**src/rtl/mux_key_pkg.sv**
```systemverilog
// mux_key shared types: table width helpers and default geometry.
// Imported by the interface, the match unit and the mux_key top.
package mux_key_pkg;

  localparam int MK_NR_KEY_DEF   = 2;
  localparam int MK_KEY_LEN_DEF  = 1;
  localparam int MK_DATA_LEN_DEF = 1;
  localparam int MK_ENTRY_W_DEF  =
    MK_KEY_LEN_DEF + MK_DATA_LEN_DEF;

  function automatic int entry_width(
    int key_len,
    int data_len
  );
    return key_len + data_len;
  endfunction

  function automatic int lut_width(
    int nr_key,
    int key_len,
    int data_len
  );
    return nr_key * (key_len + data_len);
  endfunction

endpackage

```
**src/rtl/mux_key_if.sv**
```systemverilog
// mux_key bus: key, packed table, default word, comb and registered results.
// master drives en/key/default_out/lut; slave (mux_key) drives results.
// multi_hit exists only with MUX_KEY_MULTIHIT_CHECK_EN defined.
interface mux_key_if
  import mux_key_pkg::*;
#(
  parameter int NR_KEY   = MK_NR_KEY_DEF,
  parameter int KEY_LEN  = MK_KEY_LEN_DEF,
  parameter int DATA_LEN = MK_DATA_LEN_DEF
);

  localparam int LW =
    lut_width(NR_KEY, KEY_LEN, DATA_LEN);

  logic                en;
  logic [KEY_LEN-1:0]  key;
  logic [DATA_LEN-1:0] default_out;
  logic [LW-1:0]       lut;
  logic [DATA_LEN-1:0] out;
  logic                hit;
  logic [DATA_LEN-1:0] out_q;
  logic                hit_q;
`ifdef MUX_KEY_MULTIHIT_CHECK_EN
  logic                multi_hit;
`endif

  modport master (
    output en,
    output key,
    output default_out,
    output lut,
    input  out,
    input  hit,
    input  out_q,
    input  hit_q
`ifdef MUX_KEY_MULTIHIT_CHECK_EN
    ,
    input  multi_hit
`endif
  );

  modport slave (
    input  en,
    input  key,
    input  default_out,
    input  lut,
    output out,
    output hit,
    output out_q,
    output hit_q
`ifdef MUX_KEY_MULTIHIT_CHECK_EN
    ,
    output multi_hit
`endif
  );

endinterface

```
**src/rtl/mux_key_match.sv**
```systemverilog
// mux_key match unit: unpacks the table, finds the first matching entry.
// key_i/lut_i in; first_o one-hot, hit_o, data_o, multi_hit_o (macro).
module mux_key_match
  import mux_key_pkg::*;
#(
  parameter int NR_KEY   = MK_NR_KEY_DEF,
  parameter int KEY_LEN  = MK_KEY_LEN_DEF,
  parameter int DATA_LEN = MK_DATA_LEN_DEF
) (
  input  logic [KEY_LEN-1:0] key_i,
  input  logic [lut_width(NR_KEY, KEY_LEN,
                          DATA_LEN)-1:0] lut_i,
  output logic [NR_KEY-1:0] first_o,
  output logic hit_o,
  output logic [NR_KEY-1:0][DATA_LEN-1:0] data_o
`ifdef MUX_KEY_MULTIHIT_CHECK_EN
  ,
  output logic multi_hit_o
`endif
);

  localparam int EW =
    entry_width(KEY_LEN, DATA_LEN);

  logic [KEY_LEN-1:0] keys [NR_KEY];
  logic [NR_KEY-1:0]  match;

  // Entry 0 sits at the MSBs; key above data.
  for (genvar i = 0; i < NR_KEY; i++) begin : g_ent
    assign keys[i] =
      lut_i[(NR_KEY-i)*EW-1 -: KEY_LEN];
    assign data_o[i] =
      lut_i[(NR_KEY-i)*EW-1-KEY_LEN -: DATA_LEN];
    assign match[i] = (keys[i] == key_i);
  end

  // Lowest index wins, so duplicates resolve
  // to the first-listed entry.
  always_comb begin
    logic seen;
    first_o = '0;
    seen    = 1'b0;
    for (int i = 0; i < NR_KEY; i++) begin
      if (match[i] && !seen) begin
        first_o[i] = 1'b1;
        seen       = 1'b1;
      end
    end
  end

  assign hit_o = |match;

`ifdef MUX_KEY_MULTIHIT_CHECK_EN
  // Any match beyond the winning one.
  assign multi_hit_o = |(match & ~first_o);
`endif

endmodule

```
**src/rtl/mux_key.sv**
```systemverilog
// mux_key: key/value lookup with default fallback and gated result register.
// clk, rst_n (sync, active-low); bus = mux_key_if.slave. Optional macro:
// MUX_KEY_MULTIHIT_CHECK_EN adds bus.multi_hit and a sim-time check.
module mux_key
  import mux_key_pkg::*;
#(
  parameter int NR_KEY   = MK_NR_KEY_DEF,
  parameter int KEY_LEN  = MK_KEY_LEN_DEF,
  parameter int DATA_LEN = MK_DATA_LEN_DEF
) (
  input  logic     clk,
  input  logic     rst_n,
  mux_key_if.slave bus
);

  logic [NR_KEY-1:0]                first;
  logic                             hit;
  logic [NR_KEY-1:0][DATA_LEN-1:0]  data;
  logic [DATA_LEN-1:0]              sel;
  logic [DATA_LEN-1:0]              res;
  logic [DATA_LEN-1:0]              data_d;
  logic [DATA_LEN-1:0]              data_q;
  logic                             hit_d;
  logic                             hit_q;
`ifdef MUX_KEY_MULTIHIT_CHECK_EN
  logic                             mhit;
`endif

  mux_key_match #(
    .NR_KEY   (NR_KEY),
    .KEY_LEN  (KEY_LEN),
    .DATA_LEN (DATA_LEN)
  ) u_match (
    .key_i       (bus.key),
    .lut_i       (bus.lut),
    .first_o     (first),
    .hit_o       (hit),
    .data_o      (data)
`ifdef MUX_KEY_MULTIHIT_CHECK_EN
    ,
    .multi_hit_o (mhit)
`endif
  );

  // first is one-hot, so an AND-OR tree selects.
  always_comb begin
    sel = '0;
    for (int i = 0; i < NR_KEY; i++) begin
      if (first[i]) sel = sel | data[i];
    end
  end

  assign res     = hit ? sel : bus.default_out;
  assign bus.out = res;
  assign bus.hit = hit;

  always_comb begin
    data_d = data_q;
    hit_d  = hit_q;
    if (bus.en) begin
      data_d = res;
      hit_d  = hit;
    end
  end

  always_ff @(posedge clk) begin
    if (!rst_n) begin
      data_q <= '0;
      hit_q  <= 1'b0;
    end else begin
      data_q <= data_d;
      hit_q  <= hit_d;
    end
  end

  assign bus.out_q = data_q;
  assign bus.hit_q = hit_q;

`ifdef MUX_KEY_MULTIHIT_CHECK_EN
  assign bus.multi_hit = mhit;

`ifndef SYNTHESIS
  always @(posedge clk) begin
    if (rst_n && mhit)
      $error("mux_key: multiple entries match key");
  end
`endif
`endif

endmodule

```
**src/flat_wrapper.sv**
```systemverilog
// flat-port wrapper written by rule: the top's interface ports become plain ports
module mux_key_flat import mux_key_pkg::*;
#(
  parameter int NR_KEY   = MK_NR_KEY_DEF,
  parameter int KEY_LEN  = MK_KEY_LEN_DEF,
  parameter int DATA_LEN = MK_DATA_LEN_DEF
)
  (clk, rst_n, bus_en, bus_key, bus_default_out, bus_lut, bus_out, bus_hit, bus_out_q, bus_hit_q);
  mux_key_if #(.NR_KEY(NR_KEY), .KEY_LEN(KEY_LEN), .DATA_LEN(DATA_LEN)) bus_i ();
  input  logic clk;
  input  logic rst_n;
  input wire logic [$bits(bus_i.en)-1:0] bus_en;
  input wire logic [$bits(bus_i.key)-1:0] bus_key;
  input wire logic [$bits(bus_i.default_out)-1:0] bus_default_out;
  input wire logic [$bits(bus_i.lut)-1:0] bus_lut;
  output wire logic [$bits(bus_i.out)-1:0] bus_out;
  output wire logic [$bits(bus_i.hit)-1:0] bus_hit;
  output wire logic [$bits(bus_i.out_q)-1:0] bus_out_q;
  output wire logic [$bits(bus_i.hit_q)-1:0] bus_hit_q;
  assign bus_i.en = bus_en;
  assign bus_i.key = bus_key;
  assign bus_i.default_out = bus_default_out;
  assign bus_i.lut = bus_lut;
  assign bus_out = bus_i.out;
  assign bus_hit = bus_i.hit;
  assign bus_out_q = bus_i.out_q;
  assign bus_hit_q = bus_i.hit_q;
  mux_key #(.NR_KEY(NR_KEY), .KEY_LEN(KEY_LEN), .DATA_LEN(DATA_LEN)) u_core (.clk(clk), .rst_n(rst_n), .bus(bus_i));
endmodule
```
**config.mk**
```make
export PLATFORM = sky130hd
export DESIGN_NAME = mux_key_flat
export DESIGN_NICKNAME = d
export VERILOG_FILES = /design/src/rtl/mux_key_pkg.sv /design/src/rtl/mux_key_if.sv /design/src/rtl/mux_key_match.sv /design/src/rtl/mux_key.sv /design/src/flat_wrapper.sv
export SDC_FILE = /design/constraint.sdc
export NUM_CORES = 1
export LEC_CHECK = 0
export BUFFER_PORTS_ARGS = -buffer_cell sky130_fd_sc_hd__buf_2
export CAP_MARGIN = 20
export CORE_AREA = 2 2 39 41
export CTS_BUF_LIST = sky130_fd_sc_hd__clkbuf_4 sky130_fd_sc_hd__clkbuf_8 sky130_fd_sc_hd__clkbuf_16
export CTS_CLUSTER_SIZE = 16
export DETAILED_ROUTE_END_ITERATION = 12
export DIE_AREA = 0 0 41 43
export PLACE_DENSITY_LB_ADDON = 0.25
export SYNTH_ARGS = -nofsm -noshare
export SYNTH_HDL_FRONTEND = slang
export SYNTH_SLANG_ARGS = --single-unit
export TNS_END_PERCENT = 5
```
**constraint.sdc**
```tcl
create_clock -name clk -period 1.2 [get_ports clk]
set_clock_uncertainty 0.1 [all_clocks]
set_input_delay 0 -clock clk [delete_from_list [all_inputs] [get_ports clk]]
set_output_delay 0 -clock clk [all_outputs]
set_load 0.05 [all_outputs]
```
==> out/summary.txt, run 1 <==
clk sink count: 2
Critical Path, Cell by Cell: buf_2, or3b_1, a21oi_2, nor3_2, buf_2
VDD IR max: 339 uV
fin area: 278 um2
DRT Pass-1 Iters: 2
Fmax: 0.894 GHz
Initial DRC Count: 3
Root Buffer: clkbuf_4
Final Max Tran Viols: 0
DIE AREA: 0.00176 mm2
critical path data required time: 1100 ps
Synth Register Bits: 2
# port buffers: 12
Synth cell types: 14
Post-Route Utilization: 0.201
Post-Place Cells: 46
# fillers: 161
first-pass GRT wire length: 607 um
max incr delay on CP: 430 ps
Final #Nets: 46
sequential fraction of the synthesis area: 0.267
H-tree depth: 1
post-synthesis average cell area: 8.34 um2
Worst-Margin Slew: 265 ps
CTS tree: built
core area: 0.00138 mm2
Clk Latency, worst-skew pair: 220 ps
Initial Util: 0.108
CP max-delay cell: or3b_1
Finished Layout Cells: 51
Leak: 0.122 nW
Max Cap Viol: 0
All-Layer GR Usage: 0.0491
Die H: 43 um
Tmin final: 1120 ps
share of cells above drive strength 1: 0.514
Detail Route Antenna Nets: 0
number of remaining DRC errors: 0
CTS Buffer Depth: 2
Crit. End Element: output port
Buf+Inv Stages, Crit Path: 2
post-synthesis cell count: 18
routability cong.: 0.506
Wirelength per Cell: 7.55 um
status: finished clean
setup_tns: 0 ps
net count after synthesis: 27
final-report hold violation count: 0
crit start category: primary input
row count: 14
post-CTS setup buffer count: 0
final wirelength: 385 um
worst hold path class: primary input to flip-flop
placed cell area: 235 um2
pin count of the biggest net entering global routing: 6
Area growth syn-to-layout: 85.0%
P per Cell Area: 1160 mW/mm2
Critical R2R Launch: u_core.bus.hit_q
GRT overflow: 0
worst hold start: bus_default_out
Worst path top cell family by delay: simple AND/OR/NAND/NOR gates
DP HPWL: 327 um
die width: 41 um
TritonCTS buffer count: 3
num ports: 13
DR vias: 189
vias in the first global route: 185
Yosys Warn Count: 0
CP arrival: 1020 ps
Crit Path Class: primary input to output port
Final Cycle Share: 0.932
# setup viols final: 0
antenna diode count: 0
synthesized area: 150 um2
Rel. slew slack: 0.821
vias per cell: 3.71
crit path max fanout: 5
Reg clk slew, reported paths: 30 ps
hold slack: 66.4 ps
RSZ-0062 raised after global routing: no
antenna violations before repair: 0
CP most frequent cell: buf_2
CP startpoint: bus_lut[3]
## path summary, 6_finish.rpt
check	slack, ps	end	depth (start not counted)
max reg2reg	510	u_core.bus.hit_q	2
min	70	u_core.bus.out_q	3
min reg2reg	370	u_core.bus.hit_q	2
max	80	bus_out	5
## where the power goes
| part | internal (mW) | total (mW) | switching (mW) |
|---|---|---|---|
| registers | 0.0724 | 0.0744 | 0.00199 |
| clock network | 0.110 | 0.144 | 0.0342 |
| logic | 0.0364 | 0.104 | 0.0677 |
## sequential cells by signal, indices dropped and copies added (netlist names)
name and flops:
u_core.bus.hit_q 1, u_core.bus.out_q 1
## layout by cell type, fill, tap and decap left out, drive strengths merged
| cell type | n |
|---|---|
| a21boi | 1 |
| dfxtp | 2 |
| xor2 | 1 |
| nor2 | 1 |
| a21oi | 2 |
| buf | 12 |
| o41ai | 1 |
| or3b | 2 |
| nand2 | 1 |
| nand2b | 1 |
| nor3 | 1 |
| nand3 | 1 |
| clkbuf | 3 |
| and2 | 1 |
| nand3b | 3 |
| dlygate4sd3 | 2 |
## Yosys cell counts
library cell | count | area, um2
o41ai_1 | 1 | 8.76
a21oi_2 | 1 | 8.76
a21boi_0 | 1 | 7.51
nand3b_1 | 3 | 22.5
nand2_1 | 1 | 3.75
nor3_1 | 1 | 5.00
and2_2 | 1 | 7.51
dfxtp_1 | 2 | 40.0
nand2b_1 | 1 | 6.26
or3b_1 | 2 | 17.5
nand3_1 | 1 | 5.00
a21oi_1 | 1 | 5.00
nor2_1 | 1 | 3.75
xor2_1 | 1 | 8.76
## what timing repair did
item,in CTS,in global routing
hold endpoints to repair,2,0
hold buffers,2,0
resized for setup,0,0
## worst min-delay path: stages
cell,delay (ps)
buf_2,100
a21oi_2,130
o41ai_1,100
## metrics by stage
step / worst slack, ps / power [mW]
final: 81.8 / 0.323
after global routing: 47.2 / 0.342
after CTS: 77.9 / 0.332
after detailed placement: 79.8 / 0.176
after global placement: 82.5 / 0.176
after floorplan: 169 / 0.143
## cells by family after synthesis
kind of cell	synth area share
compound gates	0.200
xor+xnor	0.0583
flops	0.267
simple gates	0.475
## per-layer routing
metal,track usage,share of wire,vias to the layer above
met5,0,0,-
met4,0.0400,0,0
met3,0,0.031,0
met2,0.0938,0.59,3
met1,0.0415,0.37,84
li1,-,-,102
## final cells by class
| type | count | area (um2) | area share |
|---|---|---|---|
| tap | 16 | 20.0 | 0.0721 |
| timing repair buffer | 14 | 80.1 | 0.288 |
| multi-input combinational | 16 | 115 | 0.414 |
| clock buffer | 3 | 22.5 | 0.0811 |
| sequential | 2 | 40.0 | 0.144 |
No activity file was read; power rests on OpenSTA's default activity.
==> run 2, diff against run 1 <==
--- a/config.mk
+++ b/config.mk
@@ -9,10 +9,12 @@
 export CAP_MARGIN = 20
 export CORE_AREA = 2 2 39 41
 export CTS_BUF_LIST = sky130_fd_sc_hd__clkbuf_4 sky130_fd_sc_hd__clkbuf_8 sky130_fd_sc_hd__clkbuf_16
-export CTS_CLUSTER_SIZE = 16
+export CTS_CLUSTER_SIZE = 24
 export DETAILED_ROUTE_END_ITERATION = 12
 export DIE_AREA = 0 0 41 43
+export GPL_TIMING_DRIVEN = 1
 export PLACE_DENSITY_LB_ADDON = 0.25
+export REMOVE_ABC_BUFFERS = 1
 export SYNTH_ARGS = -nofsm -noshare
 export SYNTH_HDL_FRONTEND = slang
 export SYNTH_SLANG_ARGS = --single-unit
==> run 2 against run 1 <==
Routed wire length up 0.26%. Final cell count unchanged. Fmax up 1.5%. Core utilization down 0.36 points. Largest power group unchanged.
==> out/summary.txt, run 2 (same netlist as run 1, synthesis figures left out) <==
status: finished clean (unchanged)
Die H: 43 um (unchanged)
DRT Pass-1 Iters: 2 (unchanged)
Place WS: 93.7 ps (was 79.8 ps)
P per Cell Area: 1180 mW/mm2 (was 1160 mW/mm2)
Leak: 0.120 nW (was 0.122 nW)
critical path data required time: 1100 ps (about the same)
Initial Util: 0.108 (unchanged)
Initial DRC Count: 1 (was 3)
Reg clk slew, reported paths: 30 ps (about the same)
routability cong.: 0.598 (was 0.506)
final-report hold violation count: 0 (unchanged)
final wirelength: 386 um (was 385 um)
worst hold path class: primary input to flip-flop (unchanged)
die width: 41 um (unchanged)
first-pass GRT wire length: 669 um (was 607 um)
crit start category: primary input (unchanged)
Area growth syn-to-layout: 81.7% (was 85.0%)
crit path max fanout: 5 (unchanged)
Root Buffer: clkbuf_4 (unchanged)
Tmin final: 1100 ps (was 1120 ps)
VDD IR max: 420 uV (was 339 uV)
Fmax: 0.908 GHz (was 0.894 GHz)
CTS Buffer Depth: 2 (unchanged)
DIE AREA: 0.00176 mm2 (unchanged)
post-CTS setup buffer count: 0 (unchanged)
setup_tns: 0 ps (unchanged)
num ports: 13 (unchanged)
Final Max Tran Viols: 0 (unchanged)
Wirelength per Cell: 7.57 um (was 7.55 um)
Worst-Margin Slew: 284 ps (was 265 ps)
Max Cap Viol: 0 (unchanged)
CP most frequent cell: buf_2 (unchanged)
share of cells above drive strength 1: 0.486 (was 0.514)
Critical R2R Launch: u_core.bus.hit_q (unchanged)
Finished Layout Cells: 51 (unchanged)
most frequent cells in the layout: 12 x buf_2, 3 x nand3b_1, 3 x clkbuf_4 (unchanged)
CP max-delay cell: or3b_1 (unchanged)
# hold bufs at CTS: 2 (unchanged)
row count: 14 (unchanged)
CTS tree: built (unchanged)
hold depth: 3 (unchanged)
number of remaining DRC errors: 0 (unchanged)
TritonCTS buffer count: 3 (unchanged)
max incr delay on CP: 430 ps (about the same)
Rel. slew slack: 0.808 (was 0.821)
vias in the first global route: 198 (was 185)
vias per cell: 3.82 (was 3.71)
core area: 0.00138 mm2 (unchanged)
Clk Latency, worst-skew pair: 220 ps (about the same)
GRT overflow: 0 (unchanged)
H-tree depth: 1 (unchanged)
DR vias: 195 (was 189)
Final #Nets: 46 (unchanged)
flop-to-flop setup slack: 490 ps (was 510 ps)
antenna violations before repair: 0 (unchanged)
Crit Path Class: primary input to output port (unchanged)
hold path endpoint: u_core.bus.out_q (unchanged)
DP HPWL: 333 um (was 327 um)
most common cell after layout, fill and taps aside: buf_2 (unchanged)
CP arrival: 1000 ps (was 1020 ps)
# port buffers: 12 (unchanged)
R2R depth: 2 (unchanged)
# setup viols final: 0 (unchanged)
clk sink count: 2 (unchanged)
final setup margin: 98.8 ps (was 81.8 ps)
Final Cycle Share: 0.918 (was 0.932)
Post-Place Cells: 46 (unchanged)
All-Layer GR Usage: 0.0611 (was 0.0491)
post-CTS sizing: 0 (unchanged)
Crit. End Element: output port (unchanged)
RSZ-0062 raised after global routing: no (unchanged)
worst hold start: bus_default_out (unchanged)
antenna diode count: 0 (unchanged)
Detail Route Antenna Nets: 0 (unchanged)
Critical Path, Cell by Cell: buf_2, or3b_1, a21oi_2, nor3_1, buf_2 (was buf_2, or3b_1, a21oi_2, nor3_2, buf_2)
FF-to-FF End: u_core.bus.hit_q (unchanged)
pin count of the biggest net entering global routing: 6 (unchanged)
==> run 2: cell counts in the layout (fill, tap and decap cells not counted) <==
Identical to the previous run, type by type.
==> run 2: worst max-delay path, delay by kind of cell <==
kind                   cells  cell delay (ps)
AOI/OAI and AO/OA          1              170
buffers and inverters      2              330
and+or+nand+nor            2              500
==> run 2: worst max-delay path by stage <==
stage	startpoint	endpoint	slack (ps)	depth (start not counted)
finish	bus_lut[3]	bus_out	100	5
global placement	bus_lut[3]	bus_out	100	5
detailed placement	bus_lut[3]	bus_out	90	5
floorplan	bus_key	bus_out	-250	3
CTS	bus_lut[3]	bus_out	90	5
global route	bus_lut[3]	bus_out	40	5
==> run 2: power by group <==
| group | internal (mW) | switching (mW) | leakage [nW] |
|---|---|---|---|
| clock network | 0.110 | 0.0342 | 0.0138 |
| logic | 0.0355 | 0.0667 | 0.0899 |
| registers | 0.0725 | 0.00245 | 0.0166 |
==> run 2: through the flow <==
stage | hold slack [ps] | util | cell area [um2] | total power, mW
final | 35.8 | 0.197 | 273 | 0.321
after global routing | 55.3 | 0.197 | 273 | 0.358
after CTS | 33.2 | 0.197 | 273 | 0.331
after detailed placement | 182 | 0.166 | 230 | 0.174
after global placement | 187 | 0.166 | 230 | 0.174
after floorplan | 36.3 | - | 150 | 0.141
==> run 2: area by class of cell <==
| type | count | area, um2 |
|---|---|---|
| fill | 163 | 1110 |
| sequential | 2 | 40.0 |
| timing repair buffer | 14 | 80.1 |
| multi-input combinational | 16 | 110 |
| clock buffer | 3 | 22.5 |
| tap | 16 | 20.0 |
==> run 2: routing by layer <==
layer | GRT usage | share of wire | routed length (um)
met1 | 0.0478 | 0.33 | 126
met4 | 0.0600 | 0 | 0
met2 | 0.0969 | 0.62 | 239
met5 | 0 | 0 | 0
met3 | 0.0314 | 0.052 | 20
==> run 3, diff against run 2 <==
--- a/config.mk
+++ b/config.mk
@@ -5,6 +5,7 @@
 export SDC_FILE = /design/constraint.sdc
 export NUM_CORES = 1
 export LEC_CHECK = 0
+export ABC_AREA = 1
 export BUFFER_PORTS_ARGS = -buffer_cell sky130_fd_sc_hd__buf_2
 export CAP_MARGIN = 20
 export CORE_AREA = 2 2 39 41
==> constraint.sdc (replaced) <==
create_clock -name clk -period 1.3 [get_ports clk]
set_clock_uncertainty 0.1 [all_clocks]
set_input_delay 0 -clock clk [delete_from_list [all_inputs] [get_ports clk]]
set_output_delay 0 -clock clk [all_outputs]
set_load 0.05 [all_outputs]
==> run 3 against run 2 <==
Worst setup slack better by 270 ps. Sequential share of layout area shrank 0.13 points. Final area up 0.92%. Sequential power is 7.3% lower. Flip-flop and latch count unchanged. Critical path depth did not move. Die area unchanged. Register-to-register slack better by 60 ps. Combinational power grew 9.8%. Total power shrank 2.2%. Synthesized cell count increased by 33%. Core utilization increased by 0.18 points.
==> out/summary.txt, run 3 <==
vias in the first global route: 182 (was 198)
Finished Layout Cells: 57 (was 51)
Post-Route Utilization: 0.199 (was 0.197)
num ports: 13 (unchanged)
DRT Pass-1 Iters: 4 (was 2)
most common library cells after synthesis: 9 x nand2_1, 5 x inv_1, 4 x nand3_1 (was 3 x nand3b_1, 2 x dfxtp_1, 2 x or3b_1)
CTS tree: built (unchanged)
Post-Place Cells: 52 (was 46)
top cells by area, synth: dfxtp_1 26%, nand2_1 22%, nand3_1 13% (was dfxtp_1 27%, nand3b_1 15%, or3b_1 12%)
antenna diode count: 0 (unchanged)
Die H: 43 um (unchanged)
Wirelength per Cell: 7.16 um (was 7.57 um)
All-Layer GR Usage: 0.0581 (was 0.0611)
fin area: 275 um2 (was 273 um2)
crit path max fanout: 4 (was 5)
ys flop type: dfxtp_1 (unchanged)
# port buffers: 12 (unchanged)
vias per cell: 3.44 (was 3.82)
Root Buffer: clkbuf_4 (unchanged)
share of cells above drive strength 1: 0.390 (was 0.486)
post-synthesis average cell area: 6.36 um2 (was 8.34 um2)
VDD IR max: 493 uV (was 420 uV)
most common cell after layout, fill and taps aside: buf_2 (unchanged)
row count: 14 (unchanged)
most frequent cells in the layout: 12 x buf_2, 9 x nand2_1, 5 x inv_1 (was 12 x buf_2, 3 x nand3b_1, 3 x clkbuf_4)
sequential fraction of the synthesis area: 0.262 (was 0.267)
Critical Path, Cell by Cell: dlygate4sd3_1, buf_2, o21a_1, nand2_1, inv_1 (was buf_2, or3b_1, a21oi_2, nor3_1, buf_2)
Synth async-reset ratio: 0 (unchanged)
Max Cap Viol: 0 (unchanged)
Initial Util: 0.110 (was 0.108)
Crit. End Element: flip-flop (was output port)
Final Total Pwr: 314 uW (was 321 uW)
pin count of the biggest net entering global routing: 5 (was 6)
# hold bufs at CTS: 2 (unchanged)
hold slack: 54.1 ps (was 35.8 ps)
TritonCTS buffer count: 3 (unchanged)
core area: 0.00138 mm2 (unchanged)
synthesized area: 153 um2 (was 150 um2)
setup_tns: 0 ps (unchanged)
Detail Route Antenna Nets: 0 (unchanged)
Place WS: 390 ps (was 93.7 ps)
GRT overflow: 0 (unchanged)
Yosys top cell by area: dfxtp_1 (unchanged)
Worst-Margin Slew: 251 ps (was 284 ps)
crit start category: primary input (unchanged)
DP HPWL: 323 um (was 333 um)
DIE AREA: 0.00176 mm2 (unchanged)
Synth cell types: 8 (was 14)
Synth top area share: 0.262 (was 0.267)
Crit Path Class: primary input to flip-flop (was primary input to output port)
P per Cell Area: 1140 mW/mm2 (was 1180 mW/mm2)
Final #Nets: 52 (was 46)
max incr delay on CP: 530 ps (was 430 ps)
Fmax: 1.07 GHz
Clk Latency, worst-skew pair: 220 ps (about the same)
storage element area: 40.0 um2 (unchanged)
Final Cycle Share: 0.720
Final Max Tran Viols: 0 (unchanged)
first-pass GRT wire length: 641 um (was 669 um)
Area growth syn-to-layout: 80.3% (was 81.7%)
# setup viols final: 0 (unchanged)
Synth Register Bits: 2 (unchanged)
most common cell in the synthesized netlist: nand2_1 (was nand3b_1)
final-report hold violation count: 0 (unchanged)
Initial DRC Count: 4 (was 1)
final setup margin: 364 ps (was 98.8 ps)
RSZ-0062 raised after global routing: no (unchanged)
worst hold path class: primary input to flip-flop (unchanged)
H-tree depth: 1 (unchanged)
critical path data required time: 1310 ps (was 1100 ps)
post-CTS setup buffer count: 0 (unchanged)
clk sink count: 2 (unchanged)
final wirelength: 408 um (was 386 um)
Yosys Warn Count: 0 (unchanged)
DR vias: 196 (was 195)
post-CTS sizing: 0 (unchanged)
antenna violations before repair: 0 (unchanged)
Leak: 0.160 nW (was 0.120 nW)
Reg clk slew, reported paths: 30 ps (about the same)
post-synthesis cell count: 24 (was 18)
CTS Buffer Depth: 2 (unchanged)
Post-synth EDFFs: 0 (unchanged)
status: finished clean (unchanged)
routability cong.: 0.548 (was 0.598)
CP arrival: 950 ps (was 1000 ps)
placed cell area: 233 um2 (was 230 um2)
multi-input logic area: 93.8 um2 (was 110 um2)
CP max-delay cell: dlygate4sd3_1 (was or3b_1)
Tmin final: 936 ps
die width: 41 um (unchanged)
# fillers: 164 (was 163)
Rel. slew slack: 0.834 (was 0.808)
number of remaining DRC errors: 0 (unchanged)
-- run 3: changes by cell type after synthesis, sizes merged, moves of 2 or more --
cell | previous run | this run
nand3b | 3 | 0
inv | 0 | 5
or3b | 2 | 0
nand2 | 1 | 9
nand3 | 1 | 4
a21oi | 2 | 0
-- run 3: power by group --
part / total [mW] / internal [mW] / switching, mW
Combinational: 0.112 / 0.0361 / 0.0764
Sequential: 0.0694 / 0.0673 / 0.00210
Clock: 0.132 / 0.101 / 0.0308
Total: 0.314 / 0.205 / 0.109
-- run 3: layer usage --
layer / vias to the layer above / routed length (um) / GRT usage
li1: 108 / - / -
met1: 84 / 170 / 0.0510
met2: 4 / 221 / 0.0844
met3: 0 / 16 / 0.0314
met4: 0 / 0 / 0.0600
met5: - / 0 / 0
-- run 3: kinds of logic (layout without fill, tap and decap cells) --
logic type / count (synthesis) / count (layout) / share of synthesized area
xor gates and xnor gates: 2 / 2 / 0.164
and+or+nand+nor: 13 / 13 / 0.352
DFF: 2 / 2 / 0.262
buffers and inverters: 5 / 22 / 0.123
AOI/OAI and AO/OA: 2 / 2 / 0.0984
-- run 3: worst max-delay path: cells and delay by family --
kind / cells / cell delay, ps
buffers and inverters: 3 / 700
AOI/OAI and AO/OA: 1 / 180
and+or+nand+nor: 1 / 60
-- run 3: worst paths after layout --
kind	startpoint	endpoint	slack [ps]	cells past startpoint
hold / removal	bus_default_out	u_core.bus.out_q	50	5
hold reg to reg	u_core.bus.hit_q	u_core.bus.hit_q	380	2
setup / recovery	bus_en	u_core.bus.out_q	360	5
setup reg to reg	u_core.bus.out_q	u_core.bus.out_q	550	3
-- run 3: cell type report --
type	count	area share
Multi-Input combinational cell	17	0.341
Sequential cell	2	0.145
Timing Repair Buffer	14	0.291
Inverter	5	0.0682
Clock buffer	3	0.0818
Tap cell	16	0.0727
